===== config.mk =====
export PLATFORM = sky130hd
export DESIGN_NAME = ines_loader
export DESIGN_NICKNAME = d
export VERILOG_FILES = /design/src/rtl/ines_loader.sv
export SDC_FILE = /design/constraint.sdc
export NUM_CORES = 1
export LEC_CHECK = 0
export CAP_MARGIN = 40
export CORE_MARGIN = 5
export CORE_UTILIZATION = 50
export DETAILED_ROUTE_END_ITERATION = 8
export PLACE_DENSITY = 0.76
export SYNTH_ARGS = -nofsm -noshare
export SYNTH_HDL_FRONTEND = slang
export SYNTH_SLANG_ARGS = --single-unit
export TNS_END_PERCENT = 30

===== constraint.sdc =====
create_clock -name clock -period 2.8 [get_ports clock]
set_input_delay 0.28 -clock clock [delete_from_list [all_inputs] [get_ports clock]]
set_output_delay 0.28 -clock clock [all_outputs]
set_load 0.02 [all_outputs]

===== src/rtl/ines_loader.sv =====
// ines_loader: streams an iNES (mapper 0) image into the cartridge memories.
// The 16-byte header is validated and its geometry fields are latched. PRG
// bytes then go to the 32 KiB PRG port and CHR bytes to the 8 KiB CHR port.
// Each write is registered, so the strobe lands one cycle after the accept.
//
// state  | meaning
// -------+--------------------------------------------------------------
// IDLE   | after reset, waiting for start
// HEADER | consuming and checking header bytes 0..15
// PRG    | writing PRG bytes at address = byte counter
// CHR    | writing CHR bytes at address = byte counter[12:0]
// DONE   | image complete, source stalled until the next start
// ERR    | header rejected, source stalled until the next start
module ines_loader (
  input  logic        clock,
  input  logic        reset_n,
  input  logic        start,
  input  logic        in_valid,
  input  logic [7:0]  in_data,
  output logic        in_ready,
  output logic        prg_wr_en,
  output logic [14:0] prg_addr,
  output logic [7:0]  prg_din,
  output logic        chr_wr_en,
  output logic [12:0] chr_addr,
  output logic [7:0]  chr_din,
  output logic [7:0]  prg_banks,
  output logic [7:0]  chr_banks,
  output logic        mirroring,
  output logic        done,
  output logic        error
);

  typedef enum logic [2:0] {
    S_IDLE,
    S_HEADER,
    S_PRG,
    S_CHR,
    S_DONE,
    S_ERR
  } state_e;

  state_e      state_q, state_d;
  logic [14:0] cnt_q, cnt_d;
  logic [7:0]  prg_banks_q, prg_banks_d;
  logic [7:0]  chr_banks_q, chr_banks_d;
  logic        mirroring_q, mirroring_d;
  logic        prg_we_q, prg_we_d;
  logic [14:0] prg_addr_q, prg_addr_d;
  logic [7:0]  prg_din_q, prg_din_d;
  logic        chr_we_q, chr_we_d;
  logic [12:0] chr_addr_q, chr_addr_d;
  logic [7:0]  chr_din_q, chr_din_d;

  logic        accept;
  logic        hdr_bad;
  logic [14:0] prg_last;

  // A restart wins over a same-cycle byte, which is then silently dropped.
  assign in_ready = (state_q == S_HEADER) || (state_q == S_PRG) || (state_q == S_CHR);
  assign accept   = in_valid & in_ready & ~start;

  // Only 1 or 2 PRG banks can ever reach the PRG state.
  assign prg_last = (prg_banks_q == 8'd2) ? 15'h7FFF : 15'h3FFF;

  // Header byte check, indexed by the position of the byte being offered.
  always_comb begin
    hdr_bad = 1'b0;
    case (cnt_q[3:0])
      4'd0:    hdr_bad = (in_data != 8'h4E);
      4'd1:    hdr_bad = (in_data != 8'h45);
      4'd2:    hdr_bad = (in_data != 8'h53);
      4'd3:    hdr_bad = (in_data != 8'h1A);
      4'd4:    hdr_bad = (in_data != 8'd1) && (in_data != 8'd2);
      4'd5:    hdr_bad = (in_data > 8'd1);
      4'd6:    hdr_bad = in_data[2];
      default: hdr_bad = 1'b0;
    endcase
  end

  // Next-state, counter, header latches and registered write port.
  always_comb begin
    state_d     = state_q;
    cnt_d       = cnt_q;
    prg_banks_d = prg_banks_q;
    chr_banks_d = chr_banks_q;
    mirroring_d = mirroring_q;
    prg_we_d    = 1'b0;
    prg_addr_d  = prg_addr_q;
    prg_din_d   = prg_din_q;
    chr_we_d    = 1'b0;
    chr_addr_d  = chr_addr_q;
    chr_din_d   = chr_din_q;

    if (start) begin
      state_d     = S_HEADER;
      cnt_d       = '0;
      prg_banks_d = '0;
      chr_banks_d = '0;
      mirroring_d = 1'b0;
    end else if (accept) begin
      case (state_q)
        S_HEADER: begin
          // Geometry fields are latched even when rejected, for diagnosis.
          if (cnt_q[3:0] == 4'd4) prg_banks_d = in_data;
          if (cnt_q[3:0] == 4'd5) chr_banks_d = in_data;
          if (cnt_q[3:0] == 4'd6) mirroring_d = in_data[0];
          if (hdr_bad) begin
            state_d = S_ERR;
            cnt_d   = '0;
          end else if (cnt_q[3:0] == 4'd15) begin
            state_d = S_PRG;
            cnt_d   = '0;
          end else begin
            cnt_d = cnt_q + 15'd1;
          end
        end
        S_PRG: begin
          prg_we_d   = 1'b1;
          prg_addr_d = cnt_q;
          prg_din_d  = in_data;
          if (cnt_q == prg_last) begin
            state_d = (chr_banks_q == 8'd1) ? S_CHR : S_DONE;
            cnt_d   = '0;
          end else begin
            cnt_d = cnt_q + 15'd1;
          end
        end
        S_CHR: begin
          chr_we_d   = 1'b1;
          chr_addr_d = cnt_q[12:0];
          chr_din_d  = in_data;
          if (cnt_q == 15'h1FFF) begin
            state_d = S_DONE;
            cnt_d   = '0;
          end else begin
            cnt_d = cnt_q + 15'd1;
          end
        end
        default: begin
          state_d = state_q;
        end
      endcase
    end
  end

  // State and datapath registers; memory contents are outside this block.
  always_ff @(posedge clock or negedge reset_n) begin
    if (!reset_n) begin
      state_q     <= S_IDLE;
      cnt_q       <= '0;
      prg_banks_q <= '0;
      chr_banks_q <= '0;
      mirroring_q <= 1'b0;
      prg_we_q    <= 1'b0;
      prg_addr_q  <= '0;
      prg_din_q   <= '0;
      chr_we_q    <= 1'b0;
      chr_addr_q  <= '0;
      chr_din_q   <= '0;
    end else begin
      state_q     <= state_d;
      cnt_q       <= cnt_d;
      prg_banks_q <= prg_banks_d;
      chr_banks_q <= chr_banks_d;
      mirroring_q <= mirroring_d;
      prg_we_q    <= prg_we_d;
      prg_addr_q  <= prg_addr_d;
      prg_din_q   <= prg_din_d;
      chr_we_q    <= chr_we_d;
      chr_addr_q  <= chr_addr_d;
      chr_din_q   <= chr_din_d;
    end
  end

  assign prg_wr_en = prg_we_q;
  assign prg_addr  = prg_addr_q;
  assign prg_din   = prg_din_q;
  assign chr_wr_en = chr_we_q;
  assign chr_addr  = chr_addr_q;
  assign chr_din   = chr_din_q;
  assign prg_banks = prg_banks_q;
  assign chr_banks = chr_banks_q;
  assign mirroring = mirroring_q;
  // DONE and ERR are distinct states, so done and error are exclusive.
  assign done      = (state_q == S_DONE);
  assign error     = (state_q == S_ERR);

endmodule

==> qor.txt, run 1 <==
=================================================================================
Cell types with the highest counts after synthesis ................. sky130_fd_sc_hd__nand2_1, sky130_fd_sc_hd__dfrtp_1, sky130_fd_sc_hd__o21ai_0, sky130_fd_sc_hd__mux2_2, sky130_fd_sc_hd__nor2_1
Post-synthesis cell type count .....................................           57
Instance count of the mapped netlist ...............................          406
Type of the setup path with the least slack ........................ flip-flop to flip-flop
YS warnings ........................................................            0
Final Worst Setup Slack ............................................       210 ps
Clock buffer count from CTS ........................................            9
Int Pwr ............................................................      1.90 mW
Kind of start point of the critical path ...........................    flip-flop
Post-Syn Nets ......................................................          423
Net Sw Power .......................................................     0.593 mW
Largest cells by area after synthesis .............................. sky130_fd_sc_hd__dfrtp_1, sky130_fd_sc_hd__nand2_1, sky130_fd_sc_hd__mux2_2
Clock share of power ...............................................        40.2%
VDD IR max .........................................................       298 uV
Worst-skew pair later-pin latency ..................................       360 ps
Final critical-path required period ................................      2590 ps
Worst flop-to-flop path endpoint ...................................   state_q[0]
Count of flip-flops with a built-in enable after synthesis .........            0
Total cell area at the placement stage .............................     4970 um2
Flops & latches, synth .............................................           81
Routability cong. ..................................................        0.920
Final count of negative-setup-slack endpoints ......................            0
Post-Place Setup Slack .............................................      58.5 ps
Data required time at the worst endpoint ...........................      3030 ps
Share of power burned in registers .................................        48.9%
Final ANT Viol Nets ................................................            0
Largest area contributor in the synthesized netlist ................ sky130_fd_sc_hd__dfrtp_1
Setup repair after global routing missed its margin ................           no
Arrival time at the worst endpoint .................................      2820 ps
Pin count of the biggest net entering global routing ...............           66
Overall via count from detail_route ................................         3440
R2R cell count .....................................................           10
Peak clock frequency supported by timing ...........................      386 MHz
Max Transition Viols Final .........................................            0
Share of power burned in combinational logic .......................        10.9%
H-tree depth .......................................................            3
Port Buffer Count ..................................................           77
Ratio of total power to cell area ..................................   475 nW/um2
Synthesized area per cell ..........................................     9.78 um2
Clock tree from TritonCTS ..........................................         done
Drt via density ....................................................         5.70
# rows .............................................................           32
Setup clock skew after layout ......................................      13.7 ps
Maximum Capacitance Violations .....................................            0
Number of global-route vias before repair ..........................         3306
All-Layer GR Usage .................................................        21.3%
Reg-to-reg critical path startpoint ................................     cnt_q[0]
Worst Hold Class ................................................... primary input to asynchronous set/reset pin
Worst-case register-to-register setup slack ........................       210 ps
Total power after layout ...........................................      2.49 mW
Post-synthesis async set-or-reset flop share .......................         100%
Register clock-pin slew on the reported worst setup and hold paths .        80 ps
Clock root cell .................................................... sky130_fd_sc_hd__clkbuf_8
Final instance area ................................................     5250 um2
Maximum number of buffers from clock root to sink ..................            2
Area of the mapped netlist .........................................     3970 um2
Final hold vios ....................................................            0
Layout cell share with drive strength beyond 1 .....................        17.4%
Status ............................................................. finished clean
Maximum fanout count along the critical path .......................            7
Final period utilization ...........................................        92.5%
Boundary pin count .................................................           78
Number of iterations in the first detailed-routing pass ............            5
Most common flop cell mapped by yosys .............................. sky130_fd_sc_hd__dfrtp_1
Total congestion overflow after global routing .....................            0
Most repeated cell in the gate-level netlist after synthesis ....... sky130_fd_sc_hd__nand2_1
TritonCTS sink count ...............................................           81
Element type at the critical path end ..............................    flip-flop
Vertical die dimension .............................................      99.1 um
Share of synthesized area occupied by flip-flops and latches .......        51.0%
Post-route DRC violation count .....................................            0
Starting DRT DRC Count .............................................          273
Antenna violations before repair ...................................            0
Count of filler cells inserted in the layout .......................          612
Area enclosed by the die boundary ..................................     9820 um2
Leakage component of the power .....................................      2.30 nW
Dpl hpwl ...........................................................      7290 um
Post-detailed-route wirelength per cell ............................      16.6 um
Actual transition at the worst max-transition pin ..................       622 ps
Relative slew slack ................................................        58.1%
Layout-stage area growth over the synthesis result .................        32.1%
Total negative slack ...............................................         0 ps
Switching fraction of total power ..................................        23.8%
Die Width ..........................................................      99.1 um
Global-route wire length before repair .............................     16900 um
Core Region ........................................................     7730 um2
Diodes inserted ....................................................            0
Share of the synthesized area in the top cell type .................        51.0%
Total Routed Length ................................................     10000 um
Number of nets in the layout .......................................          514
Starting Density ...................................................        51.4%
=================================================================================
[worst max-delay path by stage]
stage	from	endpoint	slack, ps	cells past startpoint
after floorplan	cnt_q[1]	state_q[0]	300	10
after global placement	in_data[1]	state_q[0]	190	7
after detailed placement	in_data[1]	state_q[0]	60	7
after CTS	cnt_q[1]	state_q[0]	80	9
after global routing	cnt_q[0]	cnt_q[7]	30	11
final	cnt_q[0]	state_q[0]	210	10
[flip-flops by register name, indices dropped and copies added (netlist names)]
register   count
state_q        3
chr_wr_en      1
prg_din        8
prg_addr      15
chr_addr      13
chr_banks      8
cnt_q         15
prg_wr_en      1
prg_banks      8
chr_din        8
mirroring      1
[metrics by stage]
step | utilization [%] | instances | hold slack (ps)
finish | 67.9 | 603 | 313
global route | 67.9 | 603 | 335
CTS | 67.5 | 602 | 319
detailed placement | 64.3 | 586 | 164
global placement | 63.8 | 583 | 462
floorplan | - | 406 | -15.6
[timing repair]
| action | 4_1_cts | 5_1_grt |
|---|---|---|
| endpoints found under the setup margin | 0 | 10 |
| hold buffers | 1 | 0 |
| endpoints found under the hold margin | 16 | 0 |
| setup buffers | 0 | 1 |
| resized for setup | 0 | 6 |
[cells by family (layout without fill, tap and decap cells)]
logic type	after synthesis	in the layout	synth area share, %
simple gates	175	175	21.4
fa+ha+maj	5	5	1.58
mux	28	28	7.81
compound gates	79	79	13.7
flops	81	81	51.0
xor+xnor	2	2	0.441
buf+inv	36	131	4.03
[final cells by class]
type | count | area [um2] | share of cell area [%]
Inverter | 11 | 41.3 | 0.787
Sequential cell | 81 | 2030 | 38.7
Multi-Input combinational cell | 289 | 1820 | 34.6
Clock inverter | 6 | 108 | 2.05
Clock buffer | 9 | 124 | 2.36
Timing Repair Buffer | 105 | 1000 | 19.1
Tap cell | 102 | 128 | 2.43
[worst max-delay path: stages, from the launching register on]
cell and delay, ps:
sky130_fd_sc_hd__dfrtp_2 460, sky130_fd_sc_hd__inv_1 90, sky130_fd_sc_hd__buf_4 130, sky130_fd_sc_hd__ha_1 220, sky130_fd_sc_hd__nor2_1 110, sky130_fd_sc_hd__a221o_1 320, sky130_fd_sc_hd__a21o_2 210, sky130_fd_sc_hd__a41oi_4 240
sky130_fd_sc_hd__nor2_1 90, sky130_fd_sc_hd__a21oi_2 230, sky130_fd_sc_hd__mux2_2 370
[placed cells by master, fill, tap and decap left out, types with 2 or more instances in the layout]
cell,count
sky130_fd_sc_hd__nand3_1,16
sky130_fd_sc_hd__nand4_1,6
sky130_fd_sc_hd__nand2_1,83
sky130_fd_sc_hd__a22o_1,4
sky130_fd_sc_hd__o211ai_1,5
sky130_fd_sc_hd__ha_1,3
sky130_fd_sc_hd__mux2_2,24
sky130_fd_sc_hd__bufinv_16,3
sky130_fd_sc_hd__buf_4,27
sky130_fd_sc_hd__and3_1,4
sky130_fd_sc_hd__nand3b_1,2
sky130_fd_sc_hd__nor4_1,7
sky130_fd_sc_hd__ha_2,2
sky130_fd_sc_hd__nor4b_1,2
sky130_fd_sc_hd__o21ai_0,30
sky130_fd_sc_hd__mux2i_1,4
sky130_fd_sc_hd__dfrtp_2,2
sky130_fd_sc_hd__dfrtp_1,79
sky130_fd_sc_hd__nor4_2,2
sky130_fd_sc_hd__inv_1,9
sky130_fd_sc_hd__clkbuf_8,9
sky130_fd_sc_hd__a21oi_1,11
sky130_fd_sc_hd__clkinv_2,2
sky130_fd_sc_hd__nor3_1,7
sky130_fd_sc_hd__a21boi_1,2
sky130_fd_sc_hd__nand2b_1,10
sky130_fd_sc_hd__nor2_1,21
sky130_fd_sc_hd__or2_1,3
sky130_fd_sc_hd__a31oi_1,10
sky130_fd_sc_hd__xnor2_1,2
sky130_fd_sc_hd__clkdlybuf4s50_1,76
sky130_fd_sc_hd__or3_1,3
[layer usage]
metal | vias to the layer above | track usage, % | share of wire, %
li1 | 1625 | - | -
met1 | 1680 | 31.5 | 46
met2 | 125 | 31.7 | 46
met3 | 10 | 3.37 | 6.5
met4 | 0 | 7.88 | 1.5
met5 | - | 0 | 0
[power by group through the flow]
| stage | registers [mW] | clock network [mW] | logic, mW |
|---|---|---|---|
| 4_1_cts | 1.22 | 1.02 | 0.272 |
| 3_5_place_dp | 1.24 | 0 | 0.270 |
| 3_3_place_gp | 1.24 | 0 | 0.259 |
| 2_1_floorplan | 1.27 | 0 | 0.0887 |
| 5_1_grt | 1.22 | 1.07 | 0.296 |
| 6_report | 1.22 | 1.00 | 0.273 |
Note: power is estimated with default switching activity, not from simulation.
==> inputs of run 2 (changes only) <==
Settings changed: CORE_UTILIZATION 50 to 45, PLACE_DENSITY 0.76 to 0.69.
==> run 2 against run 1 <==
  * Count of clock-buffer cells in the layout is the same
  * Via count shrank 2.2%
  * Final area down 0.60%
  * Sequential share of layout area rose by 0.21 points
  * Maximum frequency decreased by 1.4%
  * Critical endpoint is now cnt_q[1]
==> qor.txt, run 2 (synthesis gave the netlist of run 1 again) <==
=================================================================================
Most frequent cells in the layout .................................. sky130_fd_sc_hd__nand2_1, sky130_fd_sc_hd__dfrtp_1, sky130_fd_sc_hd__clkdlybuf4s50_1   unchanged
Post-route DRC violation count .....................................            0   unchanged
Boundary pin count .................................................           78   unchanged
Antenna violations before repair ...................................            0   unchanged
Setup clock skew after layout ......................................      10.3 ps   was 13.7 ps
Final cell count without fillers ...................................          606   was 603
Uppermost layer routed .............................................         met4   unchanged
VDD IR max .........................................................       250 uV   was 298 uV
Worst Hold Class ................................................... primary input to asynchronous set/reset pin   unchanged
Final ANT Viol Nets ................................................            0   unchanged
Worst slack on hold paths ..........................................       439 ps   was 313 ps
Kind of start point of the critical path ...........................    flip-flop   unchanged
Vertical die dimension .............................................       104 um   was 99.1 um
Status ............................................................. finished clean   unchanged
Commonest non-fill, non-tap cell in the layout ..................... sky130_fd_sc_hd__nand2_1   unchanged
Overall via count from detail_route ................................         3366   was 3440
Starting Density ...................................................        45.8%   was 51.4%
Final hold vios ....................................................            0   unchanged
Routability cong. ..................................................        0.918   was 0.920
Final instance area ................................................     5220 um2   was 5250 um2
Peak clock frequency supported by timing ...........................      381 MHz   was 386 MHz
# rows .............................................................           34   was 32
Actual transition at the worst max-transition pin ..................       665 ps   was 622 ps
Total congestion overflow after global routing .....................            0   unchanged
Maximum Capacitance Violations .....................................            0   unchanged
Total Routed Length ................................................     10200 um   was 10000 um
Total cell area at the placement stage .............................     4930 um2   was 4970 um2
Type of the setup path with the least slack ........................ flip-flop to flip-flop   unchanged
Total negative slack ...............................................         0 ps   unchanged
Diodes inserted ....................................................            0   unchanged
Post-detailed-route wirelength per cell ............................      16.8 um   was 16.6 um
Clock root cell .................................................... sky130_fd_sc_hd__clkbuf_8   unchanged
Element type at the critical path end ..............................    flip-flop   unchanged
Arrival time at the worst endpoint .................................      2870 ps   was 2820 ps
Pin count of the biggest net entering global routing ...............           47   was 66
Maximum fanout count along the critical path .......................            7   unchanged
Detailed-routing wirelength on met1 ................................      4890 um   was 4630 um
Detail Route met3 WL ...............................................       556 um   was 651 um
Met2 wire length ...................................................      4550 um   was 4600 um
Maximum number of buffers from clock root to sink ..................            2   unchanged
Layout-stage area growth over the synthesis result .................        31.3%   was 32.1%
Area enclosed by the die boundary ..................................    10800 um2   was 9820 um2
Number of iterations in the first detailed-routing pass ............            4   was 5
Clock buffer count from CTS ........................................            9   unchanged
All-Layer GR Usage .................................................        19.0%   was 21.3%
Ratio of total power to cell area ..................................   466 nW/um2   was 475 nW/um2
Data required time at the worst endpoint ...........................      3040 ps   was 3030 ps
Register clock-pin slew on the reported worst setup and hold paths .        80 ps   about the same
Clock tree from TritonCTS ..........................................         done   unchanged
Dpl hpwl ...........................................................      7350 um   was 7290 um
Max Transition Viols Final .........................................            0   unchanged
Number of nets in the layout .......................................          511   was 514
Final period utilization ...........................................        93.8%   was 92.5%
Number of global-route vias before repair ..........................         3233   was 3306
Worst-skew pair later-pin latency ..................................       360 ps   about the same
Leakage component of the power .....................................      2.27 nW   was 2.30 nW
Layout cell share with drive strength beyond 1 .....................        16.7%   was 17.4%
Placed Cells incl. Taps ............................................          586   unchanged
Final count of negative-setup-slack endpoints ......................            0   unchanged
Starting DRT DRC Count .............................................          270   was 273
H-tree depth .......................................................            3   unchanged
TritonCTS sink count ...............................................           81   unchanged
Core Region ........................................................     8680 um2   was 7730 um2
Relative slew slack ................................................        55.3%   was 58.1%
Setup repair after global routing missed its margin ................           no   unchanged
Port Buffer Count ..................................................           77   unchanged
Global-route wire length before repair .............................     16900 um   about the same
Drt via density ....................................................         5.55   was 5.70
Count of filler cells inserted in the layout .......................          754   was 612
Final critical-path required period ................................      2630 ps   was 2590 ps
Die Width ..........................................................       104 um   was 99.1 um
=================================================================================
## run 2: routing by layer
layer | vias to the layer above | global-route usage, %
met5 | - | 0
met4 | 0 | 5.46
met3 | 20 | 3.66
met2 | 133 | 29.0
met1 | 1606 | 27.5
li1 | 1607 | -
## run 2: cell type report
class	count	area, um2	area share (%)
clock buffers	9	124	2.38
clock inverters	6	92.6	1.78
inverters	11	41.3	0.792
multi-input cells	289	1820	34.8
flip-flops and latches	81	2030	38.9
well taps	108	135	2.59
repair buffers	102	978	18.8
## run 2: repair_timing
action	CTS	global route
hold buffers	1	0
setup buffers	0	4
resized for setup	0	5
setup endpoints to repair	0	15
endpoints found under the hold margin	35	0
## run 2: final timing paths
path	slack (ps)	from	endpoint	cells past startpoint
worst max-delay path	170	cnt_q[0]	cnt_q[1]	11
worst min-delay path	440	reset_n	prg_din[1]	2
worst max register to register	170	cnt_q[0]	cnt_q[1]	11
worst min register to register	480	chr_addr[3]	chr_addr[3]	2
max in group asynchronous	1780	reset_n	cnt_q[1]	3
min in group clock	480	chr_addr[3]	chr_addr[3]	2
## run 2: metrics by stage
stage | power (mW) | setup WS (ps) | utilization [%]
final | 2.43 | 173 | 60.1
after detailed placement | 1.51 | 41.4 | 56.9
after CTS | 2.45 | 28.1 | 59.5
after global placement | 1.50 | 149 | 56.4
after global routing | 2.53 | 4.05 | 60.1
after floorplan | 1.36 | 296 | -
## run 2: power by group
| group | internal (mW) | leakage [nW] | switching [mW] |
|---|---|---|---|
| registers | 1.20 | 1.10 | 0.0218 |
| clock network | 0.502 | 0.102 | 0.437 |
| logic | 0.117 | 1.07 | 0.154 |
| total | 1.82 | 2.27 | 0.613 |
## run 2: critical path, stage by stage, from the launching register on
cell and delay (ps):
sky130_fd_sc_hd__dfrtp_1 460, sky130_fd_sc_hd__inv_1 120, sky130_fd_sc_hd__buf_4 130, sky130_fd_sc_hd__ha_1 200
sky130_fd_sc_hd__nor2_1 110, sky130_fd_sc_hd__a221o_1 340, sky130_fd_sc_hd__a21o_2 220, sky130_fd_sc_hd__a41oi_4 250
sky130_fd_sc_hd__o21ai_4 120, sky130_fd_sc_hd__buf_4 160, sky130_fd_sc_hd__and2_2 170, sky130_fd_sc_hd__a22o_1 230
